### src/rtl/rega_sequencer_pkg.sv
// Shared definitions for the irrigation-cycle controller: state codes and default durations.
package rega_sequencer_pkg;

    localparam int CNT_W_DEF   = 3;
    localparam int T_ASP_DEF   = 5;
    localparam int T_GOT_DEF   = 3;
    localparam int T_PAUSA_DEF = 2;

    typedef enum logic [2:0] {
        ST_IDLE     = 3'd0,
        ST_CARGA    = 3'd1,
        ST_REGA     = 3'd2,
        ST_DESCANSO = 3'd3,
        ST_ALARME   = 3'd4
    } st_t;

endpackage

### src/rtl/rega_sequencer_if.sv
// Sensor/actuator bundle of the irrigation controller; Manual exists only with REGA_MANUAL_EN.
interface rega_sequencer_if
    import rega_sequencer_pkg::*;
    #(parameter int CNT_W = CNT_W_DEF);

    logic             Seco;
    logic             NivelBaixo;
    logic             Modo;
`ifdef REGA_MANUAL_EN
    logic             Manual;
`endif
    logic             Valvula;
    logic             Bomba;
    logic             Alarme;
    logic             Fim;
    logic [2:0]       Estado;
    logic [CNT_W-1:0] Cont;

`ifdef REGA_MANUAL_EN
    modport master (output Seco, NivelBaixo, Modo, Manual,
                    input  Valvula, Bomba, Alarme, Fim, Estado, Cont);
    modport slave  (input  Seco, NivelBaixo, Modo, Manual,
                    output Valvula, Bomba, Alarme, Fim, Estado, Cont);
`else
    modport master (output Seco, NivelBaixo, Modo,
                    input  Valvula, Bomba, Alarme, Fim, Estado, Cont);
    modport slave  (input  Seco, NivelBaixo, Modo,
                    output Valvula, Bomba, Alarme, Fim, Estado, Cont);
`endif

endinterface

### src/rtl/rega_sequencer_timer.sv
// Loadable down-counter for the watering/pause durations; holds at zero instead of wrapping.
module rega_sequencer_timer #(
    parameter int CNT_W = 3
) (
    input  logic             Clk,
    input  logic             Rst,
    input  logic             Load,
    input  logic [CNT_W-1:0] Val,
    input  logic             En,
    output logic [CNT_W-1:0] Q,
    output logic             Zero
);

    assign Zero = (Q == '0);

    always_ff @(posedge Clk or posedge Rst) begin
        if (Rst) begin
            Q <= '0;
        end else if (Load) begin
            Q <= Val;
        end else if (En && !Zero) begin
            Q <= Q - 1'b1;
        end
    end

endmodule

### src/rtl/rega_sequencer.sv
// Irrigation-cycle sequencer: IDLE -> CARGA -> REGA -> DESCANSO, with tank-low ALARME override.
// Optional REGA_MANUAL_EN adds a Manual start input that behaves like Seco in IDLE.
module rega_sequencer
    import rega_sequencer_pkg::*;
    #(
    parameter int CNT_W   = CNT_W_DEF,
    parameter int T_ASP   = T_ASP_DEF,
    parameter int T_GOT   = T_GOT_DEF,
    parameter int T_PAUSA = T_PAUSA_DEF
) (
    input  logic           Clk,
    input  logic           Rst,
    rega_sequencer_if.slave bus
);

    st_t              state, nxt;
    logic             modo_l;
    logic             start;
    logic             ld, en, zero;
    logic [CNT_W-1:0] ld_val, q;
    logic             valvula, bomba, alarme, fim;

`ifdef REGA_MANUAL_EN
    assign start = bus.Seco | bus.Manual;
`else
    assign start = bus.Seco;
`endif

    // Next state and timer control; every path into ALARME clears the timer.
    always_comb begin
        nxt    = state;
        ld     = 1'b0;
        en     = 1'b0;
        ld_val = '0;
        case (state)
            ST_IDLE: begin
                if (bus.NivelBaixo)  nxt = ST_ALARME;
                else if (start)      nxt = ST_CARGA;
            end
            ST_CARGA: begin
                ld = 1'b1;
                if (bus.NivelBaixo) begin
                    nxt = ST_ALARME;
                end else begin
                    nxt    = ST_REGA;
                    ld_val = bus.Modo ? CNT_W'(T_ASP) : CNT_W'(T_GOT);
                end
            end
            ST_REGA: begin
                if (bus.NivelBaixo) begin
                    nxt = ST_ALARME;
                    ld  = 1'b1;
                end else if (!zero) begin
                    en = 1'b1;
                end else begin
                    nxt    = ST_DESCANSO;
                    ld     = 1'b1;
                    ld_val = CNT_W'(T_PAUSA);
                end
            end
            ST_DESCANSO: begin
                if (bus.NivelBaixo) begin
                    nxt = ST_ALARME;
                    ld  = 1'b1;
                end else if (!zero) begin
                    en = 1'b1;
                end else begin
                    nxt = ST_IDLE;
                end
            end
            ST_ALARME: begin
                ld = 1'b1;
                if (!bus.NivelBaixo) nxt = ST_IDLE;
            end
            default: begin
                ld  = 1'b1;
                nxt = ST_IDLE;
            end
        endcase
    end

    // Outputs are registered from the next state so they track Estado exactly.
    always_ff @(posedge Clk or posedge Rst) begin
        if (Rst) begin
            state   <= ST_IDLE;
            modo_l  <= 1'b0;
            valvula <= 1'b0;
            bomba   <= 1'b0;
            alarme  <= 1'b0;
            fim     <= 1'b0;
        end else begin
            state   <= nxt;
            if (state == ST_CARGA) modo_l <= bus.Modo;
            valvula <= (nxt == ST_REGA);
            bomba   <= (nxt == ST_REGA) && ((state == ST_CARGA) ? bus.Modo : modo_l);
            alarme  <= (nxt == ST_ALARME);
            fim     <= (state == ST_REGA) && (nxt == ST_DESCANSO);
        end
    end

    rega_sequencer_timer #(.CNT_W(CNT_W)) u_timer (
        .Clk  (Clk),
        .Rst  (Rst),
        .Load (ld),
        .Val  (ld_val),
        .En   (en),
        .Q    (q),
        .Zero (zero)
    );

    assign bus.Valvula = valvula;
    assign bus.Bomba   = bomba;
    assign bus.Alarme  = alarme;
    assign bus.Fim     = fim;
    assign bus.Estado  = state;
    assign bus.Cont    = q;

endmodule
### src/flat_wrapper.sv
// flat-port wrapper written by rule: the top's interface ports become plain ports
module rega_sequencer_flat import rega_sequencer_pkg::*;
#(
    parameter int CNT_W   = CNT_W_DEF,
    parameter int T_ASP   = T_ASP_DEF,
    parameter int T_GOT   = T_GOT_DEF,
    parameter int T_PAUSA = T_PAUSA_DEF
)
  (Clk, Rst, bus_Seco, bus_NivelBaixo, bus_Modo, bus_Valvula, bus_Bomba, bus_Alarme, bus_Fim, bus_Estado, bus_Cont);
  rega_sequencer_if #(.CNT_W(CNT_W)) bus_i ();
  input  logic Clk;
  input  logic Rst;
  input wire logic [$bits(bus_i.Seco)-1:0] bus_Seco;
  input wire logic [$bits(bus_i.NivelBaixo)-1:0] bus_NivelBaixo;
  input wire logic [$bits(bus_i.Modo)-1:0] bus_Modo;
  output wire logic [$bits(bus_i.Valvula)-1:0] bus_Valvula;
  output wire logic [$bits(bus_i.Bomba)-1:0] bus_Bomba;
  output wire logic [$bits(bus_i.Alarme)-1:0] bus_Alarme;
  output wire logic [$bits(bus_i.Fim)-1:0] bus_Fim;
  output wire logic [$bits(bus_i.Estado)-1:0] bus_Estado;
  output wire logic [$bits(bus_i.Cont)-1:0] bus_Cont;
  assign bus_i.Seco = bus_Seco;
  assign bus_i.NivelBaixo = bus_NivelBaixo;
  assign bus_i.Modo = bus_Modo;
  assign bus_Valvula = bus_i.Valvula;
  assign bus_Bomba = bus_i.Bomba;
  assign bus_Alarme = bus_i.Alarme;
  assign bus_Fim = bus_i.Fim;
  assign bus_Estado = bus_i.Estado;
  assign bus_Cont = bus_i.Cont;
  rega_sequencer #(.CNT_W(CNT_W), .T_ASP(T_ASP), .T_GOT(T_GOT), .T_PAUSA(T_PAUSA)) u_core (.Clk(Clk), .Rst(Rst), .bus(bus_i));
endmodule
### config.mk
export PLATFORM = sky130hd
export DESIGN_NAME = rega_sequencer_flat
export DESIGN_NICKNAME = d
export VERILOG_FILES = /design/src/rtl/rega_sequencer_pkg.sv /design/src/rtl/rega_sequencer_if.sv /design/src/rtl/rega_sequencer_timer.sv /design/src/rtl/rega_sequencer.sv /design/src/flat_wrapper.sv
export SDC_FILE = /design/constraint.sdc
export NUM_CORES = 1
export LEC_CHECK = 0
export CAP_MARGIN = 10
export CELL_PAD_IN_SITES_DETAIL_PLACEMENT = 1
export CELL_PAD_IN_SITES_GLOBAL_PLACEMENT = 1
export CORE_MARGIN = 2
export CORE_UTILIZATION = 35
export DETAILED_ROUTE_END_ITERATION = 10
export GPL_TIMING_DRIVEN = 0
export PLACE_DENSITY = 0.73
export SLEW_MARGIN = 10
export SYNTH_ARGS = -nofsm -noshare
export SYNTH_HDL_FRONTEND = slang
export SYNTH_SLANG_ARGS = --single-unit
export TNS_END_PERCENT = 100
### constraint.sdc
create_clock -name Clk -period 1.9 [get_ports Clk]
set_input_delay 0.38 -clock Clk [delete_from_list [all_inputs] [get_ports Clk]]
set_output_delay 0.38 -clock Clk [all_outputs]
set_load 0.01 [all_outputs]
# == After elaboration in Yosys (flattened, before gate mapping) ==
# Cells that the tools add are included.
# classes
eq_ne,7
n_addsub,1
n_mux,24
reduce_logical,8
# op_table
cell,count
two-way mux 3 bit,13
one-hot mux 3 bit (5 select lines),1
"== test 3 x 2 -> 1 bit, second input constant",4
two-way mux 1 bit,7
"== test 3 bit, second input constant",2
zero test 3 bit,2
one-hot mux 3 bit (2 select lines),1
"== test 3 x 1 -> 1 bit, second input constant",1
logical AND 1 bit,3
one-hot mux 1 bit (3 select lines),1
"subtractor 3 x 1 -> 3 bit, second input constant",1
two-way mux 2 bit,1
nonzero test 2 bit,1
OR reduction 2 bit,1
zero test 1 bit,1
# word_totals
wordCells,47
in_bits,5
register_bits,11
out_inout_bits,10

# == Logic depth before layout (Yosys ltp) ==
# logic_depth
ltp_word,7
mapped_depth,6
ltp_nobuf,6

# == By module ==
# A second synthesis with hierarchy kept.
# unflattened
hier_cells,60
hier_area_um2,640.6
# by_module_without_submodules
mod,cells_each,area_each_um2,seq_area_each_um2,n_inst
rega_sequencer,40,426.7,200.2,1
rega_sequencer_timer,20,214.0,75.1,1

# == Worst setup path before layout ==
# OpenSTA, ideal clock, no wires.
# synth_path
kind,register to register
start,register u_core.u_timer.Q[0]
end,register u_core.u_timer.Q[2]
path_buffers,0
t_arrival_ns,1.490
stages_incl_launch_ff,7
synth_period_minus_slack_ns,1.555
slack_ns,0.345
required_time_ns,1.835
path_cell_list,dfrtp_1 > inv_1 > ha_1 > and4bb_4 > a2111oi_4 > o22ai_1 > o21ba_1
# synth_between
elab_chain_len,6
elab_cells_between_ends,13
classes_between,add/sub (1); mux (8); reduce/logical (4)
# synth_lines
element,line_no,source
from (decl),rega_sequencer_timer.sv:10,"output logic [CNT_W-1:0] Q,"
from (signal assigned),rega_sequencer_timer.sv:20,Q <= Val;
from (signal assigned),rega_sequencer_timer.sv:22,Q <= Q - 1'b1;
zero test 3 bit,rega_sequencer_timer.sv:14,assign Zero = (Q == '0);
two-way mux 1 bit,"rega_sequencer.sv:53, rega_sequencer.sv:65",
two-way mux 1 bit,rega_sequencer.sv:62,if (bus.NivelBaixo) begin
two-way mux 1 bit,--,
logical AND 1 bit,rega_sequencer_timer.sv:21,end else if (En && !Zero) begin
nonzero test 2 bit (no line),--,
# Several ways; a longest one is shown, not always the timed one. The select of a mux whose other input is x is not followed.
# A chain may end at the register's enable or synchronous reset.

# == Final worst setup path ==
# layout_path
start,input port bus_NivelBaixo
end,register u_core.u_timer.Q[1]
# layout_between
elab_chain_len,4
elab_cells_between_ends,11
classes_between,mux (9); reduce/logical (2)
# layout_lines
element,line_no,source
from (decl),flat_wrapper.sv:14,input wire logic [$bits(bus_i.NivelBaixo)-1:0] bus_NivelBaixo;
two-way mux 1 bit,rega_sequencer.sv:62,
two-way mux 1 bit,--,
logical AND 1 bit,rega_sequencer_timer.sv:21,
nonzero test 2 bit (no line),--,
# Several ways; a longest one is shown, not always the timed one.

==> impl_results.md <==
* Yosys cell types at 28
* # nets final at 79
* DIE AREA at around 2100 um2
* Reg2Reg Setup Slack at around 0.22 ns
* Final period util at ~89%
* Ports at 15
* Crit-path cells: clkdlybuf4s50_1 > nor2_1 > nand3_1 > mux2_2 > mux2i_1
* GRT Total Usage at between 10% and 20%
* Yosys reg bits at 11
* FFs w/ async S/R, synth at 100%
* Area leader, netlist: dfrtp_1
* Number of synthesized flops with an enable pin at 0
* Postcts setup bufs at 0
* Vias in the first global route at 453
* Fill count at 170
* Top-count cell post-synth: dfrtp_1
* Max_slew headroom at between 70% and 80%
* H-tree levels at 1
* Yosys top cell area share at 46.0%
* DPL Wire Length at 926 um
* # port buffers at 14
* Final worst path period need at approximately 1.7 ns
* Syn_nets at 60
* Setup CP Type: input pin to flop
* Die X-Extent at around 45 um
* ANT cells at 0
* Element type at the critical path end: flop
* Mapped Area at 598 um2
* Predominant post-synthesis flop cell: dfrtp_1
* Fin util at about half
* CP Data Required Time at 2.09 ns
* Max Slew Vio Count at 0
* Setup-failing EPs final at 0
* Setup Skew at 0.00121 ns
* Largest net degree at the start of global routing at 12
* Global-route wire length before repair at just over 2000 um
* Sequential-to-total area share from yosys stat at roughly 46%
* Final hold violation count at 0
* Core area at ~1600 um2
* Maximum VDD drop at 0.000516 V
* Cell area after layout at roughly 800 um2
* Worst-Skew Late Latency at between 0.2 and 0.3 ns
* Via count at 459
* Crit-path max FO at 5
* RSZ-0062 raised after global routing: no
* Row cnt at 14
* Post-route ant nets at 0
* Initial Util at a little under two fifths
* Grt ovf at 0
* # placed instances at 83
* Syn Inst Count at 53
* Max-cap violations at 0
* Outcome: completed
* Avg Inst Size Synth at 11.3 um2
* P_leak at ~0.33 nW
* Hold buffer count at CTS at 0
* Synth top area cells: dfrtp_1, a2111oi_4, ha_1, buf_6, mux2_2
* CP Launch Type: input pin
* Die Y at 45.3 um
* Area after DPL at 758 um2
* Antenna violations before repair at 0
* Max Freq at 591 MHz
* Hold Crit Class: input pin to async pin
* Initial drt markers at 1
* Top cells by count, synth: dfrtp_1, inv_1, nand2_1, and2_1, o21ai_0
* Layout area overhead at 31.2%
* Cts repair resizes at 0
* Design Power at 577 uW
* Non-filler cells, final at 87
* CTS buffer count at 3
* Initial DRT Pass Iterations at 2
* Crit-path slowest cell: clkdlybuf4s50_1
* Ys Warns at 0
* CTS tree: yes
* Total Routed Length at about 1200 um
* Max stage delay on crit path at about 0.5 ns
* Max clock buf depth at 2
* Drt drc at 0
* Crit path DAT at between 1.5 and 2 ns
* Avg WL per Cell at about 13 um
* CTS clk-pin slew, worst paths at roughly 0.070 ns
* Worst-Margin Slew at 0.417 ns
* Gpl congestion at between 0.7 and 0.8
* Layout cells sized above 1 at between 10% and 20%
* CTS Sinks at 11
* Pwr per Cell Area at around 740 nW/um2
* Root Buffer: clkbuf_4
* Vias per std cell at roughly 5.3
## sequential cells by signal, summed over array words and instances (netlist names)
| name | count |
|---|---|
| u_core.bus.Bomba | 1 |
| u_core.bus.Estado | 3 |
| u_core.modo_l | 1 |
| u_core.bus.Valvula | 1 |
| u_core.u_timer.Q | 3 |
| u_core.bus.Fim | 1 |
| u_core.bus.Alarme | 1 |
## per-layer routing
| layer | track usage (%) | wire length, um |
|---|---|---|
| met1 | 19.3 | 578 |
| met3 | 6.40 | 62 |
| met5 | 0 | 0 |
| met4 | 5.29 | 0 |
| met2 | 21.1 | 533 |
## where the power goes
group          leakage [nW]  internal, mW  switching (mW)  total (mW)
logic                 0.170        0.0822          0.0706       0.153
registers             0.144         0.257          0.0149       0.271
clock network        0.0150        0.0811          0.0715       0.153
## critical path, delay by kind of cell
| family | cells | cell delay [ns] |
|---|---|---|
| AND/OR/NAND/NOR | 2 | 0.53 |
| multiplexers | 2 | 0.46 |
| buffers and inverters | 1 | 0.50 |
## layout by cell type, fill, tap and decap left out, drive strengths merged, types with 3 or more instances in the layout
master	instances
inv	4
and2	3
nor2b	3
dfrtp	11
clkdlybuf4s50	14
clkbuf	4
nand2	4
o21ai	3
## metrics by stage
step           setup WS [ns]  hold slack (ns)  TNS [ns]
6_report               0.208            0.404         0
5_1_grt               0.0591            0.456         0
4_1_cts                0.204            0.413         0
3_5_place_dp         -0.0501            0.481   -0.0735
3_3_place_gp         -0.0369            0.478   -0.0369
2_1_floorplan          0.345            0.232         0
## layout make-up
type	count	area, um2	share of cell area (%)
well taps	16	20.0	2.55
flip-flops and latches	11	275	35.1
plain buffers	2	22.5	2.87
repair buffers	14	140	17.9
inverters	4	15.0	1.91
clock buffers	4	26.3	3.35
multi-input cells	36	285	36.4
## logic make-up after synthesis
kind of cell / count (synthesis) / share of synthesized area [%]
and+or+nand+nor: 18 / 19.0
adders and majority gates: 2 / 4.18
muxes: 3 / 5.44
AOI/OAI and AO/OA: 13 / 19.0
DFF: 11 / 46.0
buffers and inverters: 6 / 6.28
## worst paths after layout
kind,startpoint,endpoint,cells after the start
setup / recovery,bus_NivelBaixo,u_core.u_timer.Q[1],5
hold / removal,Rst,u_core.bus.Fim,2
max in group asynchronous,Rst,u_core.u_timer.Q[2],2
min in group Clk,u_core.modo_l,u_core.modo_l,1
hold reg to reg,u_core.modo_l,u_core.modo_l,1
setup reg to reg,u_core.u_timer.Q[0],u_core.u_timer.Q[2],6
No activity file was read; power rests on OpenSTA's default activity.
==> RTL edit 1 (same flow settings) <==
The package constant `CNT_W_DEF` goes from 3 to 6.
--- a/src/rtl/rega_sequencer_pkg.sv
+++ b/src/rtl/rega_sequencer_pkg.sv
@@ -1,7 +1,7 @@
 // Shared definitions for the irrigation-cycle controller: state codes and default durations.
 package rega_sequencer_pkg;
 
-    localparam int CNT_W_DEF   = 3;
+    localparam int CNT_W_DEF   = 6;
     localparam int T_ASP_DEF   = 5;
     localparam int T_GOT_DEF   = 3;
     localparam int T_PAUSA_DEF = 2;
Interface: changed (resized bus_Cont); port bits go from 15 to 18. The function was not compared with the original's and may differ.
==> RTL edit 1 against the original RTL <==
Wire length grew 56%; highest routed layer is now met4; die area rose by 29%; design area increased by 32%; synthesized cell count is 51% higher; setup slack got worse by 91 ps; sequential share of layout area fell by 1.2 points; total power is 25% higher; sequential cell count is 3 higher; first-iteration DRC count grew to 8.0 times the old value; synthesized area increased by 32%; register-to-register slack worse by 100 ps; sequential power grew 23%.
==> RTL edit 1: results <==
[finish]
syn_to_final_growth_pct = 31.11
multi_input_area_sq_um = 410.4
signal_buffers = 19
multi_input_cells = 60
nets = 108
buffer_area_share_pct = 18.04
seq_area_sq_um = 350.3
final_layout_size_suffix_gt1_share_pct = 16.83
clkCellAreaFrac_pct = 3.511

[yosys]
ys_seq_area_share_pct = 44.44
syn_area_per_cell_sq_um = 9.853
syn_area_sq_um = 788.3
ys_types = 34
syn_nets = 86
ys_ff_latch = 14

[grt]
grt_max_degree = 15
grt_util_all_layers_pct = 16.44

[status]
status = finished, final reports clean

[clocking]
clk_pin_slew_ps = 90
clock_latency_ps = 280

[placed_design]
port_buffers = 17
place_area_sq_um = 993.5
gp_congestion = 0.7750
hpwl_microns = 1361
pre_cts_slack_ps = -144.8

[sta]
skew_ps = 3.176
worst_slew_pin_slew_ps = 549.7

[worst_setup_path]
rrSetupSlack_ps = 120
arrival_ps = 1950
cp_slowest_cell = dfrtp_1
cp_slowest_stage_delay_ps = 400
critPathMaxFanout = 6

[detailed_routing]
drt-pass1-iter-count = 3
vias = 670
wl_per_cell_microns = 14.15

[power]
irDropWorstVdd_uv = 412.9
leakagePower_nw = 0.4290
==> RTL edit 1: cell count changes in the layout (fill, tap and decap cells not counted), moves of 2 or more <==
cell / before / now
nor2_1: 1 / 10
a21oi_1: 1 / 5
clkdlybuf4s50_1: 14 / 17
dfrtp_1: 11 / 14
nand2_1: 4 / 2
nor3_2: 0 / 2
nor3b_1: 0 / 2
xnor2_1: 0 / 2
xor2_1: 0 / 2
==> RTL edit 1: per-layer routing <==
layer | global-route usage [%] | share of wire [%]
met3 | 2.632 | 2.4
met2 | 25.85 | 50
met5 | 0 | 0
met4 | 6.579 | 0.44
met1 | 22.43 | 47
==> RTL edit 1: report_power, final <==
part	internal (mW)	leakage (nW)	total, mW	switching [mW]
registers	0.317	0.187	0.334	0.0176
logic	0.0817	0.221	0.167	0.0854
clock network	0.117	0.0210	0.220	0.103
total	0.515	0.429	0.722	0.206
==> RTL edit 1: timing repair <==
action / in CTS / in global routing
setup endpoints to repair: 0 / 1
resized for setup: 0 / 1
setup buffers: 0 / 0
==> RTL edit 1: worst max path at each step <==
stage / cells after the start / to / start / slack, ps
3_3_place_gp: 5 / u_core.u_timer.Q[1] / bus_NivelBaixo / -110
5_1_grt: 6 / u_core.u_timer.Q[2] / u_core.u_timer.Q[0] / 30
4_1_cts: 6 / u_core.u_timer.Q[2] / u_core.u_timer.Q[0] / 7
6_report: 6 / u_core.u_timer.Q[2] / u_core.u_timer.Q[0] / 120
3_5_place_dp: 5 / u_core.u_timer.Q[1] / bus_NivelBaixo / -140
2_1_floorplan: 6 / u_core.u_timer.Q[2] / u_core.u_timer.Q[0] / 150
==> RTL edit 1: cell families after synthesis <==
kind of cell	synth area share (%)
mux	2.857
xor+xnor	4.445
simple gates	27.78
buf+inv	3.967
compound gates	14.92
flops	44.44
fa+ha+maj	1.587
==> RTL edit 2 (config.mk and constraints unchanged) <==
Made on the original files. Make the reset (`Rst`) synchronous in 2 clocked blocks.
--- a/src/rtl/rega_sequencer_timer.sv
+++ b/src/rtl/rega_sequencer_timer.sv
@@ -13,7 +13,7 @@
 
     assign Zero = (Q == '0);
 
-    always_ff @(posedge Clk or posedge Rst) begin
+    always_ff @(posedge Clk) begin
         if (Rst) begin
             Q <= '0;
         end else if (Load) begin
--- a/src/rtl/rega_sequencer.sv
+++ b/src/rtl/rega_sequencer.sv
@@ -80,7 +80,7 @@
     end
 
     // Outputs are registered from the next state so they track Estado exactly.
-    always_ff @(posedge Clk or posedge Rst) begin
+    always_ff @(posedge Clk) begin
         if (Rst) begin
             state   <= ST_IDLE;
             modo_l  <= 1'b0;
Function: differs if Rst is asserted again (counterexample within 4 cycles, from zero or initial values and one cycle with Rst high); with Rst held inactive, the same outputs for 10 cycles.
==> RTL edit 2 against the original RTL <==
Hold slack better by 110 ps; wire length is 10% higher; sequential cell count stayed put; sequential share of layout area is 6.2 points lower; total power is 5.8% lower; setup slack better by 7.7 ps; fmax is 0.46% higher; synthesized cell count is 15% higher; first-iteration DRC count grew to 3.0 times the old value; design area is 2.7% lower; die area is 3.2% lower; synthesized area is 3.6% lower; critical path type is now reg -> reg; critical endpoint is now u_core.u_timer.Q[1]; largest cell class unchanged; highest routed layer is now met4.
==> RTL edit 2: results <==
[status]
status = finished, final reports clean

[sta]
max_slew_margin_pct = 71.25
skew_ps = 9.557
hold_slack_ps = 516.9

[finish]
fin_area_sq_um = 763.2
multi_input_cells = 40
multi_input_area_share_pct = 38.85
seq_area_sq_um = 220.2
inv_count = 6
buffer_area_share_pct = 23.28
seq_cells = 11
nets = 87
final_layout_size_suffix_gt1_share_pct = 12.66
signal_buffers = 18
final_cells = 95
clkCellAreaFrac_pct = 3.443

[placed_design]
place_area_sq_um = 737.0
dp_cells = 91
hpwl_microns = 943.5
gp_congestion = 0.6787

[floorplan]
coreArea_sq_um = 1524

[worst_setup_path]
crit_end = u_core.u_timer.Q[1]
cp_top_family = compound AO/OA/AOI/OAI gates
cp_slowest_cell = a2111oi_2
startpoint = u_core.u_timer.Q[0]
cp_slowest_stage_delay_ps = 420
critPathMaxFanout = 3

[yosys]
syn_nets = 68
synth_compound_area_share_pct = 24.73
synthMuxAreaShare_pct = 1.735
synthFlopType = dfxtp_1
synthAdderAreaFrac_pct = 4.338
syn_area_per_cell_sq_um = 9.456
synthTopCellsByCount = 11 x dfxtp_1, 6 x inv_1, 5 x a21oi_1
async_reset_ff_share_pct = 0
ys_seq_area_share_pct = 38.18
ys_types = 31

[power]
switching_share_pct = 28.92
leakagePower_nw = 0.2830

[detailed_routing]
routed_wl_microns = 1290
avgViaCountPerCell = 5.389

[grt]
grt_max_degree = 11
grt_pass1_vias = 476
grt_util_all_layers_pct = 15.70
grt_pass1_wl_microns = 2097
[RTL edit 2: routing by layer]
layer	vias to the layer above	part of all wire, %	GRT usage, %
met1	237	48	18.45
met2	15	44	23.19
met5	-	0	0
met3	5	4.5	4.898
li1	255	-	-
met4	0	3.4	12.73
[RTL edit 2: power groups by stage]
| stage | Clock, mW | Sequential, mW | Combinational [mW] |
|---|---|---|---|
| 2_1_floorplan | 0 | 0.259 | 0.0714 |
| 3_3_place_gp | 0 | 0.254 | 0.123 |
| 3_5_place_dp | 0 | 0.255 | 0.124 |
| 4_1_cts | 0.179 | 0.250 | 0.124 |
| 5_1_grt | 0.187 | 0.251 | 0.137 |
| 6_report | 0.171 | 0.249 | 0.123 |
[RTL edit 2: cells by family after synthesis]
family	count (synthesis)
AOI/OAI and AO/OA	17
and+or+nand+nor	20
DFF	11
muxes	1
buffers and inverters	10
adders and majority gates	2
